$ cat src/rtl/stream_arb_pkg.sv
// Shared types for the 2:1 packet-locking stream arbiter: FSM states and channel indices.
package stream_arb_pkg;

  typedef enum logic [1:0] {
    IDLE  = 2'd0,
    LOCK0 = 2'd1,
    LOCK1 = 2'd2
  } arb_state_e;

  localparam logic CH0 = 1'b0;
  localparam logic CH1 = 1'b1;

  function automatic arb_state_e lock_state(input logic ch);
    return ch ? LOCK1 : LOCK0;
  endfunction

endpackage

$ cat src/rtl/rr_grant_2.sv
// Combinational 2-way round-robin grant; a LOCK state pins the grant to its owner.
// Zero latency, no storage; the grant index stays defined (CH0) when nothing is granted.
module rr_grant_2
  import stream_arb_pkg::*;
(
  input  logic [1:0] req_i,
  input  logic       prio_i,
  input  logic [1:0] state_i,
  output logic       grant_o,
  output logic       grant_vld_o
);

  always_comb begin
    grant_o     = CH0;
    grant_vld_o = 1'b0;
    case (state_i)
      LOCK0: begin
        grant_o     = CH0;
        grant_vld_o = 1'b1;
      end
      LOCK1: begin
        grant_o     = CH1;
        grant_vld_o = 1'b1;
      end
      default: begin
        grant_vld_o = |req_i;
        grant_o     = (req_i == 2'b11) ? prio_i : req_i[1];
      end
    endcase
  end

endmodule

$ cat src/rtl/stream_arb_2to1.sv
// Round-robin 2:1 stream arbiter with packet lock feeding one registered output stage.
// One cycle input-to-output; input ready follows load = ~out_valid | out_ready, no skid buffer.
module stream_arb_2to1
  import stream_arb_pkg::*;
#(
  parameter int DATA_W  = 8,
  parameter bit LOCK_EN = 1'b1
) (
  input  logic              clk,
  input  logic              rst_n,
  input  logic              in0_valid,
  input  logic [DATA_W-1:0] in0_data,
  input  logic              in0_last,
  output logic              in0_ready,
  input  logic              in1_valid,
  input  logic [DATA_W-1:0] in1_data,
  input  logic              in1_last,
  output logic              in1_ready,
  output logic              out_valid,
  output logic [DATA_W-1:0] out_data,
  output logic              out_last,
  output logic              out_src,
  input  logic              out_ready,
  output logic              busy
);

  arb_state_e        state_q, state_d;
  logic              prio_q, prio_d;
  logic              out_valid_q, out_valid_d;
  logic [DATA_W-1:0] out_data_q, out_data_d;
  logic              out_last_q, out_last_d;
  logic              out_src_q, out_src_d;

  logic              grant, grant_vld;
  logic              load, acc, acc_last;
  logic [DATA_W-1:0] acc_data;

  rr_grant_2 u_grant (
    .req_i       ({in1_valid, in0_valid}),
    .prio_i      (prio_q),
    .state_i     (state_q),
    .grant_o     (grant),
    .grant_vld_o (grant_vld)
  );

  assign load = ~out_valid_q | out_ready;

  // In IDLE grant_vld already implies the granted channel is valid; in LOCK ready is offered unconditionally.
  assign in0_ready = rst_n & load & grant_vld & (grant == CH0);
  assign in1_ready = rst_n & load & grant_vld & (grant == CH1);

  assign acc      = (in0_valid & in0_ready) | (in1_valid & in1_ready);
  assign acc_data = (grant == CH1) ? in1_data : in0_data;
  assign acc_last = LOCK_EN ? ((grant == CH1) ? in1_last : in0_last) : 1'b1;

  always_ff @(posedge clk or negedge rst_n) begin
    if (!rst_n) begin
      state_q <= IDLE;
    end else begin
      state_q <= state_d;
    end
  end

  always_comb begin
    state_d = state_q;
    if (acc) begin
      state_d = acc_last ? IDLE : lock_state(grant);
    end
  end

  always_comb begin
    busy = (state_q != IDLE);
  end

  // A completed packet hands preference to the other channel, even with no contention.
  always_comb begin
    prio_d = prio_q;
    if (acc && acc_last) begin
      prio_d = ~grant;
    end
  end

  always_comb begin
    out_valid_d = out_valid_q;
    out_data_d  = out_data_q;
    out_last_d  = out_last_q;
    out_src_d   = out_src_q;
    if (load) begin
      out_valid_d = acc;
      if (acc) begin
        out_data_d = acc_data;
        out_last_d = acc_last;
        out_src_d  = grant;
      end
    end
  end

  always_ff @(posedge clk or negedge rst_n) begin
    if (!rst_n) begin
      prio_q      <= CH0;
      out_valid_q <= 1'b0;
      out_data_q  <= '0;
      out_last_q  <= 1'b0;
      out_src_q   <= CH0;
    end else begin
      prio_q      <= prio_d;
      out_valid_q <= out_valid_d;
      out_data_q  <= out_data_d;
      out_last_q  <= out_last_d;
      out_src_q   <= out_src_d;
    end
  end

  assign out_valid = out_valid_q;
  assign out_data  = out_data_q;
  assign out_last  = out_last_q;
  assign out_src   = out_src_q;

endmodule

$ cat config.mk
export PLATFORM = sky130hd
export DESIGN_NAME = stream_arb_2to1
export DESIGN_NICKNAME = d
export VERILOG_FILES = /design/src/rtl/stream_arb_pkg.sv /design/src/rtl/rr_grant_2.sv /design/src/rtl/stream_arb_2to1.sv
export SDC_FILE = /design/constraint.sdc
export NUM_CORES = 1
export LEC_CHECK = 0
export ABC_AREA = 1
export BUFFER_PORTS_ARGS = -buffer_cell sky130_fd_sc_hd__buf_4
export CAP_MARGIN = 20
export CORE_UTILIZATION = 48
export CTS_CLUSTER_SIZE = 14
export DETAILED_ROUTE_END_ITERATION = 8
export PLACE_DENSITY = 0.92
export SYNTH_ARGS = -nofsm -noshare
export SYNTH_HDL_FRONTEND = slang
export SYNTH_SLANG_ARGS = --single-unit
export TNS_END_PERCENT = 30
$ cat constraint.sdc
create_clock -name clk -period 3.6 [get_ports clk]
set_clock_uncertainty 0.05 [all_clocks]
set_input_delay 0.18 -clock clk [delete_from_list [all_inputs] [get_ports clk]]
set_output_delay 0.18 -clock clk [all_outputs]
set_load 0.01 [all_outputs]
## Word-level counts from Yosys, hierarchy flattened

Index checks and enable logic that the tools add are counted.

- Eq/ne operators: 3
- Multiplexer cells: 7
- Bitwise logic cells: 10
- Reduce and logical (&&, ||, !) cells: 5

Operators with widths:

| operator | number |
|---|---|
| $mux W8 | 1 |
| $and A1 B1 Y1 | 6 |
| $eq A2 B2 Y1 const B | 2 |
| $mux W2 | 2 |
| $reduce_or A2 Y1 | 2 |
| $mux W1 | 3 |
| $eq A2 B1 Y1 const B | 1 |
| $not A1 Y1 | 2 |
| $or A1 B1 Y1 | 2 |
| $pmux W1 S2 | 1 |
| $reduce_and A2 Y1 | 1 |
| $reduce_bool A2 Y1 | 1 |
| $logic_and A1 B1 Y1 | 1 |

- Register bits: 14
- Input bits: 23

## Longest topological paths before layout

- Depth after elaboration: 8
- Depth in mapped cells: 12

## Cells and area by module

From an unflattened synthesis, not the netlist that was laid out.

- Cell total of the unflattened synthesis: 110
- Area total of the unflattened synthesis: 749.5 µm²

Modules (own cells, without submodules):

| module | instances | cells an instance | area each (µm²) |
|---|---|---|---|
| stream_arb_2to1 | 1 | 98 | 695.7 |
| rr_grant_2 | 1 | 12 | 53.8 |

## Worst setup path after synthesis

Ideal clock, no wire load.

- Path type: reg-to-reg
- Start point: reg state_q[0]
- End point: reg out_src_q, in the netlist out_src
- Setup time: 0.119 ns
- Arrival time: 1.415 ns
- Slack: 2.016 ns
- Stages on the path, launching flop included: 12
- Period minus slack after synthesis: 1.584 ns
- Cells stage by stage: dfrtp_1 inv_1 ha_1 nor2_2 nand2_1 nand2_2 nand3_1 nand2_2 inv_2 buf_6 nand2_1 nand2_1

- Word-level cells in the longest chain between the ends: 8
- Elaborated cells on any way between the ends: 13

Ends and longest elaborated chain:

| element | line | text |
|---|---|---|
| start: declaration | stream_arb_2to1.sv:27 | `arb_state_e state_q, state_d;` |
| start signal: assignment | stream_arb_2to1.sv:60 | `state_q <= state_d;` |
| $eq A2 B1 Y1 / $eq A2 B2 Y1 (equally long branches) | rr_grant_2.sv:16 | `case (state_i)` |
| $reduce_or A2 Y1 (no line) | n/a |  |
| $mux W1 | rr_grant_2.sv:16 |  |
| $and A1 B1 Y1 | stream_arb_2to1.sv:49, stream_arb_2to1.sv:50 |  |
| $and A1 B1 Y1 (on tied branches) | stream_arb_2to1.sv:49, stream_arb_2to1.sv:50 |  |
| $and A1 B1 Y1 | stream_arb_2to1.sv:52 | `assign acc = (in0_valid & in0_ready) \| (in1_valid & in1_ready);` |
| $or A1 B1 Y1 | stream_arb_2to1.sv:52 |  |
| $reduce_and A2 Y1 (no line) | n/a |  |
| end signal: assignment | stream_arb_2to1.sv:110 | `out_src_q <= out_src_d;` |
| end: declaration | stream_arb_2to1.sv:32 | `logic out_src_q, out_src_d;` |

Parallel ways exist; a longest one is shown, timed or not.
A chain may end at the register's enable or synchronous reset.

## Final worst setup path

- Start point: reg state_q[0]
- End point: reg out_data_q[1], in the netlist out_data[1]

- Word-level cells in the longest chain between the ends: 8
- Elaborated cells on any way between the ends: 14

Ends and longest elaborated chain:

| element | line | text |
|---|---|---|
| $eq A2 B1 Y1 / $eq A2 B2 Y1 (equally long branches) | rr_grant_2.sv:16 |  |
| $reduce_or A2 Y1 (no line) | n/a |  |
| $mux W1 | rr_grant_2.sv:16 |  |
| $and A1 B1 Y1 | stream_arb_2to1.sv:49, stream_arb_2to1.sv:50 |  |
| $and A1 B1 Y1 (on tied branches) | stream_arb_2to1.sv:49, stream_arb_2to1.sv:50 |  |
| $and A1 B1 Y1 | stream_arb_2to1.sv:52 |  |
| $or A1 B1 Y1 | stream_arb_2to1.sv:52 |  |
| $reduce_and A2 Y1 (no line) | n/a |  |
| end signal: assignment | stream_arb_2to1.sv:108 | `out_data_q <= out_data_d;` |
| end: declaration | stream_arb_2to1.sv:30 | `logic [DATA_W-1:0] out_data_q, out_data_d;` |

Parallel ways exist; a longest one is shown, timed or not.

==> flow_summary.ini <==
[finish]
areaGrowthSynthToFinish_pct = 36.7
layout-drive-gt1-share = 0.317
design_area_um2 = 1060
fin_cells = 161
nNetsFinal = 172
diodes = 0
fillers = 126

[yosys]
synth_fa_ha_area_frac = 0.0324
synth_nets = 134
synthMuxAreaShare = 0
syn_area_per_cell_um2 = 7.09
synth.distinct_cells = 14
synth-xor-area-share = 0
netlist_instances = 109
ys_seq_area_frac = 0.453
synth_top_family_by_area = simple AND/OR/NAND/NOR gates
synth_compound_area_frac = 0.0178
synth_area_um2 = 773
synth-seq-cells = 14
yosysWarnings = 0
synthSimpleGateAreaFrac = 0.398

[pwr]
p_per_area_nw_per_um2 = 736
p_leak_nw = 0.642
ir_worst_vdd_mv = 0.360

[global_routing]
overflow = 0
antenna_found_initial = 0
grt_pass1_wl_um = 2810
grt_max_degree = 16
grt_use_total = 0.209
grt_pass1_vias = 684

[die]
die_area_um2 = 1780
die-width_um = 42.1
start_util = 0.513
rows = 14
ioPinCount = 37
core_um2 = 1510
fp.dieH_um = 42.1

[clocking]
clock_path_buffers = 2
htreeDepth = 1
worstSkewPairLatency_ns = 0.27
cts_resized = 0
cts_tree = done
path_clk_slew_ns = 0.08
ctsHoldBuffers = 1
cts_setup_buffers = 0
cts.sinks = 14
cts_buffers = 3
cts_root_buffer = clkbuf_4

[drt]
ant_nets = 0
vias = 775
drt_first_iter_violations = 22
wirelength_um = 1730
viasPerCell = 4.81
routedWlPerCell_um = 10.7
route.met2.wl_um = 839
wl_met1_um = 783
top_layer_used = met4
drc_errors = 0
drtPass1Iterations = 4
route.met3.wl_um = 88

[sta]
drv_slew = 0
rsz0062_at_grt = false
max_freq_mhz = 471
finalCritPeriodShare = 0.589
fin_crit_ns = 2.12
timing.setup.tns_ns = 0
worst_pin_slew_ns = 0.334
max_slew_margin = 0.777
setup_viol = 0
hold_viol = 0

[critical_path]
r2r_cells = 11
worstPathMaxFanout = 15
critPathKind = reg2reg
cp-startpoint = state_q[0]
r2r_end = out_data[1]
crit_required_ns = 3.72
cp-endpoint = out_data[1]
r2r_slack_ns = 1.48
arrival_ns = 2.24
start_kind = register
crit_path_end_kind = register
r2r-start = state_q[0]

[place]
place_area_um2 = 1020
place_congestion = 0.905
hpwl_um = 1400
io_buffers = 36
place_inst = 157

[outcome]
outcome = finished, final reports clean

[run]
drv_cap = 0

[hold_path]
hold_class = in2reg
cell type report:
type | instances | area [µm²] | share of cell area
sequential | 14 | 350 | 0.331
multi-input combinational | 81 | 347 | 0.328
timing repair buffer | 37 | 280 | 0.265
inverter | 10 | 37.5 | 0.0355
clock buffer | 3 | 22.5 | 0.0213
tap | 16 | 20.0 | 0.0189
how the worst min path moves through the flow:
stage | startpoint | end | slack [ns] | depth (start not counted)
global placement | rst_n | out_data[4] | -0.01 | 1
CTS | in0_last | state_q[0] | 0.13 | 4
floorplan | rst_n | out_data[0] | -0.17 | 0
detailed placement | rst_n | out_data[5] | -0.01 | 1
global route | in0_last | state_q[0] | 0.14 | 4
finish | in0_last | state_q[0] | 0.14 | 4
cell families (layout without fill, tap and decap cells):
logic type / Yosys count / after routing
buffers and inverters: 14 / 50
flip-flops: 14 / 14
adder cells (fa/ha/maj): 2 / 2
AO/OA/AOI/OAI: 2 / 2
AND/OR/NAND/NOR: 77 / 77
routing by layer:
layer  global-route usage  vias to the layer above
met2                0.322                       27
met5                    0                        -
met4                0.113                        0
met1                0.274                      348
met3               0.0431                        2
li1                     -                      398
flip-flops by register name (all words and copies together) (netlist names):
name,flops
out_data,8
out_last,1
out_src,1
out_valid,1
prio_q,1
state_q,2
critical path, stage by stage (launching register included):
cell	delay, ns
dfrtp_1	0.33
inv_1	0.07
ha_1	0.34
nor2_2	0.05
nand2_1	0.06
nand2_2	0.14
inv_1	0.31
nand3_1	0.14
nand2_2	0.24
inv_2	0.15
nand2_1	0.09
nand2_1	0.05
synth_stat cells:
master | number | area, µm²
nand2_2 | 2 | 12.5
buf_6 | 3 | 33.8
o21ai_0 | 1 | 5.00
dfrtp_1 | 14 | 350
o21ai_2 | 1 | 8.76
ha_1 | 2 | 25.0
nand2_1 | 64 | 240
nand3_1 | 2 | 10.0
nor2_1 | 6 | 22.5
buf_2 | 1 | 5.00
nand3_2 | 1 | 10.0
inv_1 | 9 | 33.8
nor2_2 | 2 | 12.5
inv_2 | 1 | 3.75
power by group:
part           switching (W)  internal, W  leakage [nW]
sequential         0.0000370     0.000229         0.177
combinational       0.000246     0.000182         0.452
clock              0.0000454    0.0000387        0.0138
total               0.000329     0.000449         0.642
placed cells by master, fill, tap and decap left out:
cell type,synthesis,routed
nand3_1,2,2
buf_4,0,36
inv_1,9,9
ha_1,2,2
o21ai_2,1,1
clkbuf_4,0,3
nor2_1,6,6
nand2_1,64,64
inv_2,1,1
nand3_2,1,1
o21ai_0,1,1
nand2_2,2,2
dfrtp_1,14,14
dlygate4sd3_1,0,1
nor2_2,2,2
stage by stage:
| step | hold WS (ns) | utilization | setup slack [ns] | total power, W |
|---|---|---|---|---|
| after floorplan | -0.166 | - | 2.02 | 0.000550 |
| final | 0.135 | 0.702 | 1.48 | 0.000778 |
| after global routing | 0.145 | 0.702 | 1.27 | 0.000845 |
| after CTS | 0.126 | 0.702 | 1.46 | 0.000783 |
| after global placement | -0.0137 | 0.680 | 1.58 | 0.000680 |
| after detailed placement | -0.0117 | 0.680 | 1.49 | 0.000696 |
(Power assumes the default switching activity.)
